**config.mk**
```make
export PLATFORM = sky130hd
export DESIGN_NAME = avalon_mem_arbiter
export DESIGN_NICKNAME = d
export VERILOG_FILES = /design/src/rtl/mips_bus_pkg.sv /design/src/rtl/arb_starve_counter.sv /design/src/rtl/avalon_mem_arbiter.sv
export SDC_FILE = /design/constraint.sdc
export NUM_CORES = 1
export LEC_CHECK = 0
export CAP_MARGIN = 5
export CELL_PAD_IN_SITES_DETAIL_PLACEMENT = 1
export CELL_PAD_IN_SITES_GLOBAL_PLACEMENT = 1
export CORE_ASPECT_RATIO = 0.75
export CORE_MARGIN = 2
export CORE_UTILIZATION = 30
export CTS_CLUSTER_DIAMETER = 200
export DETAILED_ROUTE_END_ITERATION = 7
export PLACE_DENSITY_LB_ADDON = 0.15
export SYNTH_ARGS = -nofsm -noshare
export SYNTH_HDL_FRONTEND = slang
export SYNTH_HIERARCHICAL = 1
export SYNTH_SLANG_ARGS = --single-unit
```
**constraint.sdc**
```tcl
create_clock -name clk -period 2.72 [get_ports clk]
set_clock_uncertainty 0.15 [all_clocks]
set_input_delay 0.544 -clock clk [delete_from_list [all_inputs] [get_ports clk]]
set_output_delay 0.544 -clock clk [all_outputs]
set_load 0.02 [all_outputs]
```
**src/rtl/mips_bus_pkg.sv**
```systemverilog
// Shared types and constants for the MIPS CPU Avalon-MM bus arbiter.
// The arbiter FSM states, the owner encoding and the default widths live here.
package mips_bus_pkg;

    localparam int unsigned DEFAULT_AW           = 32;
    localparam int unsigned DEFAULT_DW           = 32;
    localparam int unsigned DEFAULT_MAX_D_GRANTS = 4;
    localparam logic [3:0]  BE_ALL               = 4'b1111;

    // Four bits cover the largest legal MAX_D_GRANTS (15).
    localparam int unsigned STARVE_CW = 4;

    typedef enum logic [1:0] {
        IDLE  = 2'd0,
        ISSUE = 2'd1,
        RESP  = 2'd2
    } arb_state_t;

    typedef enum logic {
        OWN_IF = 1'b0,
        OWN_D  = 1'b1
    } owner_t;

endpackage

```
**src/rtl/arb_starve_counter.sv**
```systemverilog
// Counts consecutive data grants made while a fetch is waiting and flags
// when fetch must win the next arbitration.
module arb_starve_counter
    import mips_bus_pkg::*;
#(
    parameter int unsigned MAX_D_GRANTS = DEFAULT_MAX_D_GRANTS
) (
    input  logic clk,
    input  logic reset,
    input  logic if_grant,
    input  logic d_grant,
    input  logic if_read,
    output logic force_fetch
);

    localparam logic [STARVE_CW-1:0] MaxCount = STARVE_CW'(MAX_D_GRANTS);

    logic [STARVE_CW-1:0] count_q, count_d;

    always_comb begin
        count_d = count_q;
        if (if_grant) begin
            count_d = '0;
        end else if (d_grant) begin
            // Only data grants that actually made a fetch wait count towards starvation.
            if (!if_read) begin
                count_d = '0;
            end else if (count_q != MaxCount) begin
                count_d = count_q + 1'b1;
            end
        end
    end

    always_ff @(posedge clk) begin
        if (reset) begin
            count_q <= '0;
        end else begin
            count_q <= count_d;
        end
    end

    assign force_fetch = (count_q == MaxCount);

endmodule

```
**src/rtl/avalon_mem_arbiter.sv**
```systemverilog
// Shares one Avalon-MM memory port between the instruction-fetch master and the
// data master; data has priority, with a starvation guard that forces fetch through.
module avalon_mem_arbiter
    import mips_bus_pkg::*;
#(
    parameter int unsigned AW           = DEFAULT_AW,
    parameter int unsigned DW           = DEFAULT_DW,
    parameter int unsigned MAX_D_GRANTS = DEFAULT_MAX_D_GRANTS
) (
    input  logic              clk,
    input  logic              reset,
    // Instruction-fetch master
    input  logic              if_read,
    input  logic [AW-1:0]     if_address,
    output logic              if_waitrequest,
    output logic [DW-1:0]     if_readdata,
    // Data master
    input  logic              d_read,
    input  logic              d_write,
    input  logic [AW-1:0]     d_address,
    input  logic [DW-1:0]     d_writedata,
    input  logic [DW/8-1:0]   d_byteenable,
    output logic              d_waitrequest,
    output logic [DW-1:0]     d_readdata,
    // External Avalon-MM bus
    output logic [AW-1:0]     address,
    output logic              read,
    output logic              write,
    output logic [DW-1:0]     writedata,
    output logic [DW/8-1:0]   byteenable,
    input  logic [DW-1:0]     readdata,
    input  logic              waitrequest,
    // Status
    output logic              err_rw_both
);

    localparam int unsigned BW = DW / 8;

    arb_state_t      state_q, state_d;
    owner_t          owner_q, owner_d;
    logic [AW-1:0]   address_q, address_d;
    logic            read_q, read_d;
    logic            write_q, write_d;
    logic [DW-1:0]   writedata_q, writedata_d;
    logic [BW-1:0]   byteenable_q, byteenable_d;
    logic [DW-1:0]   if_readdata_q, if_readdata_d;
    logic [DW-1:0]   d_readdata_q, d_readdata_d;
    logic            err_q, err_d;

    logic            d_req;
    logic            if_grant;
    logic            d_grant;
    logic            force_fetch;

    assign d_req = d_read || d_write;

    arb_starve_counter #(
        .MAX_D_GRANTS (MAX_D_GRANTS)
    ) u_starve (
        .clk         (clk),
        .reset       (reset),
        .if_grant    (if_grant),
        .d_grant     (d_grant),
        .if_read     (if_read),
        .force_fetch (force_fetch)
    );

    // Arbitration only happens in IDLE; data wins unless fetch has waited too long.
    always_comb begin
        if_grant = 1'b0;
        d_grant  = 1'b0;
        if (state_q == IDLE) begin
            if (if_read && (!d_req || force_fetch)) begin
                if_grant = 1'b1;
            end else if (d_req) begin
                d_grant = 1'b1;
            end
        end
    end

    always_comb begin
        state_d       = state_q;
        owner_d       = owner_q;
        address_d     = address_q;
        read_d        = read_q;
        write_d       = write_q;
        writedata_d   = writedata_q;
        byteenable_d  = byteenable_q;
        if_readdata_d = if_readdata_q;
        d_readdata_d  = d_readdata_q;
        err_d         = err_q || (d_read && d_write);

        unique case (state_q)
            IDLE: begin
                if (if_grant) begin
                    owner_d      = OWN_IF;
                    address_d    = if_address;
                    byteenable_d = {BW{1'b1}};
                    read_d       = 1'b1;
                    write_d      = 1'b0;
                    state_d      = ISSUE;
                end else if (d_grant) begin
                    owner_d      = OWN_D;
                    address_d    = d_address;
                    writedata_d  = d_writedata;
                    byteenable_d = d_byteenable;
                    // A simultaneous read+write is resolved as a write.
                    write_d      = d_write;
                    read_d       = !d_write;
                    state_d      = ISSUE;
                end
            end
            ISSUE: begin
                if (!waitrequest) begin
                    if (read_q) begin
                        if (owner_q == OWN_IF) begin
                            if_readdata_d = readdata;
                        end else begin
                            d_readdata_d = readdata;
                        end
                    end
                    read_d  = 1'b0;
                    write_d = 1'b0;
                    state_d = RESP;
                end
            end
            RESP: begin
                state_d = IDLE;
            end
            default: begin
                state_d = IDLE;
            end
        endcase
    end

    always_ff @(posedge clk) begin
        if (reset) begin
            state_q       <= IDLE;
            owner_q       <= OWN_IF;
            address_q     <= '0;
            read_q        <= 1'b0;
            write_q       <= 1'b0;
            writedata_q   <= '0;
            byteenable_q  <= '0;
            if_readdata_q <= '0;
            d_readdata_q  <= '0;
            err_q         <= 1'b0;
        end else begin
            state_q       <= state_d;
            owner_q       <= owner_d;
            address_q     <= address_d;
            read_q        <= read_d;
            write_q       <= write_d;
            writedata_q   <= writedata_d;
            byteenable_q  <= byteenable_d;
            if_readdata_q <= if_readdata_d;
            d_readdata_q  <= d_readdata_d;
            err_q         <= err_d;
        end
    end

    assign if_waitrequest = if_read && !((state_q == RESP) && (owner_q == OWN_IF));
    assign d_waitrequest  = d_req && !((state_q == RESP) && (owner_q == OWN_D));

    assign address     = address_q;
    assign read        = read_q;
    assign write       = write_q;
    assign writedata   = writedata_q;
    assign byteenable  = byteenable_q;
    assign if_readdata = if_readdata_q;
    assign d_readdata  = d_readdata_q;
    assign err_rw_both = err_q;

endmodule

```
After elaboration in Yosys (flattened, before gate mapping)
Cells that the tools add are included.

word-level totals
  flip-flop bits (word level) = 142
  latch bits = 0
  RAM bits = 0
  bits in read-only memories = 0
  input port bits = 138
  output and inout port bits = 137
  word-level logic and storage cells = 70
  memories kept = 0

operators by class
  add/sub/neg operators = 1
  multipliers = 0
  divide/modulo/power cells = 0
  magnitude comparators = 0
  equality and inequality tests = 7
  shift-type cells = 0
  muxes and demuxes = 24
  bitwise logic cells = 3
  reductions and logical operators = 24

operator list
  kind                                           number
  2-to-1 mux 32 bit                              2
  2-to-1 mux 4 bit                               4
  2-to-1 mux 1 bit                               12
  AND reduction 4 bit                            2
  logical AND 1 bit                              6
  2-to-1 mux 2 bit                               3
  AND reduction 2 bit                            3
  AND reduction 3 bit                            2
  adder 4 x 1 -> 4 bit, second input constant    1
  == test 4 x 3 -> 1 bit, second input constant  1
  zero test 1 bit                                4
  != test 4 x 3 -> 1 bit, second input constant  1
  case mux 1 bit (2 select lines)                2
  case mux 2 bit (2 select lines)                1
  nonzero test 2 bit                             2
  logical OR 1 bit                               3
  != test 3 bit, second input constant           1
  NOT 1 bit                                      3
  == test 2 x 1 -> 1 bit, second input constant  1
  == test 2 bit, second input constant           1
  zero test 2 bit                                1
  != test 2 x 1 -> 1 bit, second input constant  1
  != test 2 bit, second input constant           1
  OR reduction 2 bit                             1

Longest topological paths before layout
  word-level depth = 9
  gate-level depth with buffers = 11
  depth with buffers taken out = 9

Modules after synthesis
Netlist, hierarchy kept.

modules (own cells, without submodules)
  module              times used  cells each  area an instance (um^2)  seq. area each (um^2)
  avalon_mem_arbiter  1           644         5960.7                   2762.6
  arb_starve_counter  1           27          231.5                    80.1

Worst setup path after synthesis
OpenSTA, ideal clock, no wires.

  path type = flip-flop to flip-flop
  start = register u_starve.count_q[0]
  end = register u_starve.count_q[2]
  setup time = 0.112 ns
  arrival = 2.080 ns
  required time = 2.458 ns
  slack = 0.378 ns
  cell stages (with the launch flop) = 10
  path buffers = 2
  clock period less this slack = 2.342 ns
  cells stage by stage = dfxtp_1 -> inv_1 -> ha_1 -> and3b_2 -> and2_1 -> clkbuf_1 -> buf_1 -> nor3_1 -> a21oi_1 -> a2111oi_1

between the ends
  word-level cells in the longest chain between the ends = 6
  elaborated cells on any way between the ends = 14

RTL lines
  element                        line                      source
  start, declared                arb_starve_counter.sv:18  logic [STARVE_CW-1:0] count_q, count_d;
  start signal, assigned         arb_starve_counter.sv:38  count_q <= count_d;
  == test 4 x 3 -> 1 bit         arb_starve_counter.sv:42  assign force_fetch = (count_q == MaxCount);
  via force_fetch                avalon_mem_arbiter.sv:53  logic force_fetch;
  logical OR 1 bit               avalon_mem_arbiter.sv:73  if (if_read && (!d_req || force_fetch)) begin
  logical AND 1 bit              avalon_mem_arbiter.sv:73
  2-to-1 mux 1 bit               avalon_mem_arbiter.sv:73
  2-to-1 mux 1 bit               avalon_mem_arbiter.sv:72  if (state_q == IDLE) begin
  via d_grant                    avalon_mem_arbiter.sv:52  logic d_grant;
  AND reduction 2 bit (no line)  -

The timed path passes the listed nets, and every way through them passes these cells. The select of a mux whose other input is x is not followed.
A chain may end at the register's enable or synchronous reset.

Worst setup path in the final report
  start = input if_read
  end = output if_waitrequest

between the ends
  word-level cells in the longest chain between the ends = 1

RTL lines
  element            line                       source
  start, declared    avalon_mem_arbiter.sv:13   input logic if_read,
  logical AND 1 bit  avalon_mem_arbiter.sv:162  assign if_waitrequest = if_read && !((state_q == RESP) && (owner_q == OWN_IF));
  end, declared      avalon_mem_arbiter.sv:15   output logic if_waitrequest,

No other way between the ends.

==> flow_summary.yaml <==
status:
  status: "finished clean"
timing:
  layout_setup_ws_ns: 0.154
  slew_headroom_pct: 64.2
  worst_pin_slew_ns: 0.536
  setup_viol_count_final: 0
  timing.hold.ws_ns: 0.323
  post-route-period-util_pct: 94.4
  slew_viol_final: 0
  rsz0062_at_grt: "false"
  period_needed_ns: 2.57
  timing.fmax_ghz: 0.390
  finalHoldViolCount: 0
hold_path:
  worstHoldStart: "writedata[26]"
  hold_path.class: "register to register"
synthesis:
  netlist_instances: 671
  synthMostInstantiatedCell: "dfxtp_1"
  yosysWarningCount: 6
  synth_area_um2: 6190
  yosys-top-cells-area: "dfxtp_1, mux2i_1, nand2b_1"
  synth-seq-area-share_pct: 45.9
  synth_flop_cell: "dfxtp_1"
  avgSynthCellArea_um2: 9.23
  synth_top_area_share_pct: 45.9
  async_reset_ff_share_pct: 0
  synth_edf_count: 0
  synth_common_cells: "dfxtp_1, nand2b_1, mux2i_1, clkbuf_1, a21oi_1"
  synth_cell_types: 39
  synth_nets: 811
  ys_seq_elements: 142
  synth_top_area_cell: "dfxtp_1"
worst_setup_path:
  criticalPathCategory: "input port to output pin"
  start_kind: "input port"
  cp.required_ns: 2.03
  worstSetupStartpoint: "if_read"
  endpoint_kind: "output pin"
  r2r-start: "u_starve/count_q[0]"
  crit_fanout: 3
  arrival_ns: 1.87
grt:
  antenna_found_initial: 0
  grt_pass1_vias: 6545
  grt.total_usage_pct: 21.0
  grt_max_degree: 72
  grt-ovfl-total: 0
  grt_pass1_wl_um: 36000
drt:
  wl_per_cell_um: 19.6
  vias: 6204
  postRouteAntennaNets: 0
  wl_um: 23100
  drc: 0
  first_iter_violations: 301
  dr.pass1.iters: 4
  vias_per_cell: 5.25
power_and_ir_drop:
  clkPwrFrac_pct: 42.4
  cellPowerDensity_nw_per_um2: 587
  p_int_uw: 4210
  comb_power_share_pct: 18.2
  leakage_uw: 0.00363
  p_switching_uw: 1550
  swShare_pct: 26.9
  power.share.sequential_pct: 39.4
  ir_worst_vdd_mv: 0.318
die:
  fp.dieH_um: 128
  row_count: 45
  dieArea_um2: 21800
  ios: 275
  initial_utilization_pct: 30.6
  chipWidth_um: 170
  core_um2: 20200
final_layout:
  fin_cells: 1182
  antenna_cells: 0
  fin_area_um2: 9790
  nets: 1051
  area_delta_synth_final_pct: 58.2
  drive_above_1_share_pct: 6.82
cts:
  tritoncts: "yes"
  clk_latency_ns: 0.41
  h-tree-depth: 4
  ctsHoldBuffers: 0
  cts-buffers-inserted: 17
  clock_path_buffers: 2
  clk_pin_slew_worst_paths_ns: 0.06
  numClockSinks: 142
  clockRootBuffer: "clkbuf_16"
placed_design:
  dp.cells: 1150
  dp_slack_ns: -0.0684
  post_dp_cell_area_um2: 9180
  hpwlAfterDp_um: 15900
  gp_congestion: 0.844
  io_buffers: 274
flow_run:
  maxCapViolations: 0
==> flip-flops by register name, summed over array words and instances (netlist names) <==
signal	flops
writedata	32
write	1
u_starve/count_q	4
state_q	2
if_readdata	32
owner_q	1
address	32
byteenable	4
d_readdata	32
read	1
err_rw_both	1
==> layout make-up <==
| cell class | instances | area (um^2) |
|---|---|---|
| Clock buffer | 20 | 457 |
| Multi-Input combinational cell | 449 | 3030 |
| Sequential cell | 142 | 2840 |
| Clock inverter | 12 | 158 |
| Fill cell | 2207 | 10400 |
| Tap cell | 258 | 323 |
| Inverter | 5 | 18.8 |
| Timing Repair Buffer | 296 | 2970 |
==> kinds of logic after synthesis <==
| group | count (synthesis) | synth area share (%) |
|---|---|---|
| flip-flops | 142 | 45.9 |
| adder cells (fa/ha/maj) | 2 | 0.404 |
| AO/OA/AOI/OAI | 150 | 15.9 |
| multiplexers | 64 | 10.3 |
| AND/OR/NAND/NOR | 233 | 21.8 |
| buffers and inverters | 80 | 5.64 |
==> path summary, 6_finish.rpt <==
kind                         endpoint  slack (ns)  cells after the start
setup / recovery       if_waitrequest        0.15                      3
hold / removal          writedata[26]        0.32                      2
setup reg to reg  u_starve/count_q[3]        0.47                      8
hold reg to reg         writedata[26]        0.32                      2
==> power by group through the flow <==
stage / clock network (uW) / logic [uW] / registers [uW]
after detailed placement: 0 / 1050 / 2310
after CTS: 2500 / 1060 / 2270
final: 2440 / 1050 / 2270
after global placement: 0 / 1030 / 2300
after global routing: 2580 / 1120 / 2280
after floorplan: 0 / 368 / 2420
==> stage by stage <==
step                      setup TNS, ns  power, uW  util (%)
final                                 0       5750      48.5
after global routing                  0       5980      48.5
after CTS                             0       5820      48.4
after detailed placement         -0.144       3360      45.4
after global placement                0       3330      45.4
after floorplan                       0       2790         -
==> critical path, stage by stage <==
cell,delay [ns]
clkdlybuf4s50_1,0.53
o31a_1,0.18
clkdlybuf4s50_1,0.61
==> layer usage <==
metal / vias to the layer above / wire length [um] / track usage [%]
li1: 2930 / - / -
met1: 3065 / 9800 / 25.3
met2: 190 / 11400 / 36.2
met3: 19 / 1710 / 6.89
met4: 0 / 244 / 5.58
met5: - / 0 / 0
==> placed cells by master (no fill, tap or decap), types with 32 or more instances in the layout <==
cell type,count
dfxtp_1,142
a311oi_1,32
mux2i_1,64
nor3_1,39
o21ai_0,33
nand4_1,32
o31ai_1,32
clkdlybuf4s50_1,272
a21oi_1,41
nand2b_1,96
nand3_1,35
==> timing repair <==
action | CTS | global route
endpoints found under the hold margin | 0 | 0
gates resized for setup | 0 | 1
buffers inserted | 0 | 0
setup endpoints to repair | 0 | 1
Power figures use the tool's default switching activity.
==> patch: new RTL, same flow settings <==
The package constant `STARVE_CW` goes from 4 to 5.
--- a/src/rtl/mips_bus_pkg.sv
+++ b/src/rtl/mips_bus_pkg.sv
@@ -9,5 +9,5 @@
 
     // Four bits cover the largest legal MAX_D_GRANTS (15).
-    localparam int unsigned STARVE_CW = 4;
+    localparam int unsigned STARVE_CW = 5;
 
     typedef enum logic [1:0] {
Check against the original RTL: same outputs for any inputs over 4 cycles, from zero or initial values and one cycle with reset high; that may be too few to reach the edited logic, so the function may still have changed.
==> patch against the original RTL <==
First-iteration DRC count shrank 16%. Sequential cell count grew 1. Clock power shrank 3%. Routed wire length grew 2.2%. Count of clock-buffer cells in the layout shrank 1. Power shrank 0.92%. Area after synthesis grew 1.0%. Final area grew 0.68%. Hold slack lost 0.0037 ns. Worst setup slack lost 0.10 ns. Maximum frequency shrank 3.8%. Largest power group unchanged.
==> patch: results (changes against the original RTL) <==
[synthesis]
yosysUniqueCellTypes=36  ; was 39
avgSynthCellArea_um2=9.20  ; was 9.23 µm²
ys_top_cells_by_count=dfxtp_1 (143), nand2b_1 (98), mux2i_1 (64), clkbuf_1 (55), a21oi_1 (44)  ; was dfxtp_1 (142), nand2b_1 (96), mux2i_1 (64), clkbuf_1 (55), a21oi_1 (41)
synth_fp_nets=820  ; was 811
synthTopCellsByArea=dfxtp_1 (46%), mux2i_1 (10%), nand2b_1 (9.8%)  ; was dfxtp_1 (46%), mux2i_1 (10%), nand2b_1 (9.7%)

[timing]
tightest_slew_ns=0.858  ; was 0.536 ns
period_share_pct=98.1  ; was 94.4%
whs_ns=0.319  ; was 0.323 ns

[detailed_routing]
dr.pass1.iters=6  ; was 4
via_per_inst=5.11  ; was 5.25
routed_wirelength_um=23600  ; was 23100 µm
drtIter0Drc=254  ; was 301

[final_layout]
final_cells=1215  ; was 1182
nets=1061  ; was 1051
nFillCells=2239  ; was 2207
drive_above_1_share_pct=7.07  ; was 6.82%

[setup_path]
r2r_setup_slack_ns=0.38  ; was 0.47 ns
rr_endpoint=address[5]  ; was u_starve/count_q[3]
r2r_start=u_starve/count_q[1]  ; was u_starve/count_q[0]

[power_and_ir_drop]
internal_power_mw=4.13  ; was 4.21 mW
comb_power_share_pct=18.6  ; was 18.2%
leakage_nw=3.64  ; was 3.63 nW

[hold_path]
hold_end=writedata[23]  ; was writedata[26]
hp-start=writedata[23]  ; was writedata[26]

[place]
pre_cts_slack_ns=-0.0288  ; was -0.0684 ns

[grt]
grt_pass1_vias=6604  ; was 6545

[outcome]
status=finished clean  ; unchanged

patch: layout make-up:
| cell class | count | area (µm²) | area share [%] |
|---|---|---|---|
| clock buffer | 19 | 453 | 4.59 |
| clock inverter | 12 | 135 | 1.37 |
| inverter | 5 | 18.8 | 0.190 |
| multi-input combinational | 456 | 3070 | 31.1 |
| sequential | 143 | 2860 | 29.0 |
| tap | 282 | 353 | 3.58 |
| timing repair buffer | 298 | 2970 | 30.1 |
patch: worst max-delay path by stage:
stage                              from                  end  depth (start not counted)
finish                           d_read        d_waitrequest                          4
global route                     d_read        d_waitrequest                          4
CTS                              d_read        d_waitrequest                          4
detailed placement               d_read           address[4]                          6
global placement                 d_read        d_waitrequest                          4
floorplan           u_starve/count_q[0]  u_starve/count_q[3]                         11
patch: layer usage:
metal	share of wire, %	up-vias	wire length (µm)	global-route usage [%]
met5	0	-	0	0
met4	2.1	0	493	6.69
met3	7.5	30	1780	6.99
met2	48	200	11400	36.2
met1	42	3024	9990	24.7
li1	-	2958	-	-
patch: critical path, delay by kind of cell:
kind | cells | cell delay [ns]
and+or+nand+nor | 1 | 0.07
buffers and inverters | 2 | 1.17
AOI/OAI and AO/OA | 1 | 0.19
patch: logic make-up (layout without fill, tap and decap cells):
logic type                 after synthesis  after routing  synth area share, %
AOI/OAI and AO/OA                      151            151                 15.6
buffers and inverters                   81            334                 5.66
adders and majority gates                2              2                0.400
muxes                                   65             65                 10.4
DFF                                    143            143                 45.8
and+or+nand+nor                        238            238                 22.1
patch: through the flow:
step | setup TNS (ns) | instance area (µm²)
floorplan | 0 | 6260
global placement | 0 | 9270
detailed placement | -0.0368 | 9270
CTS | 0 | 9860
global route | 0 | 9860
finish | 0 | 9860
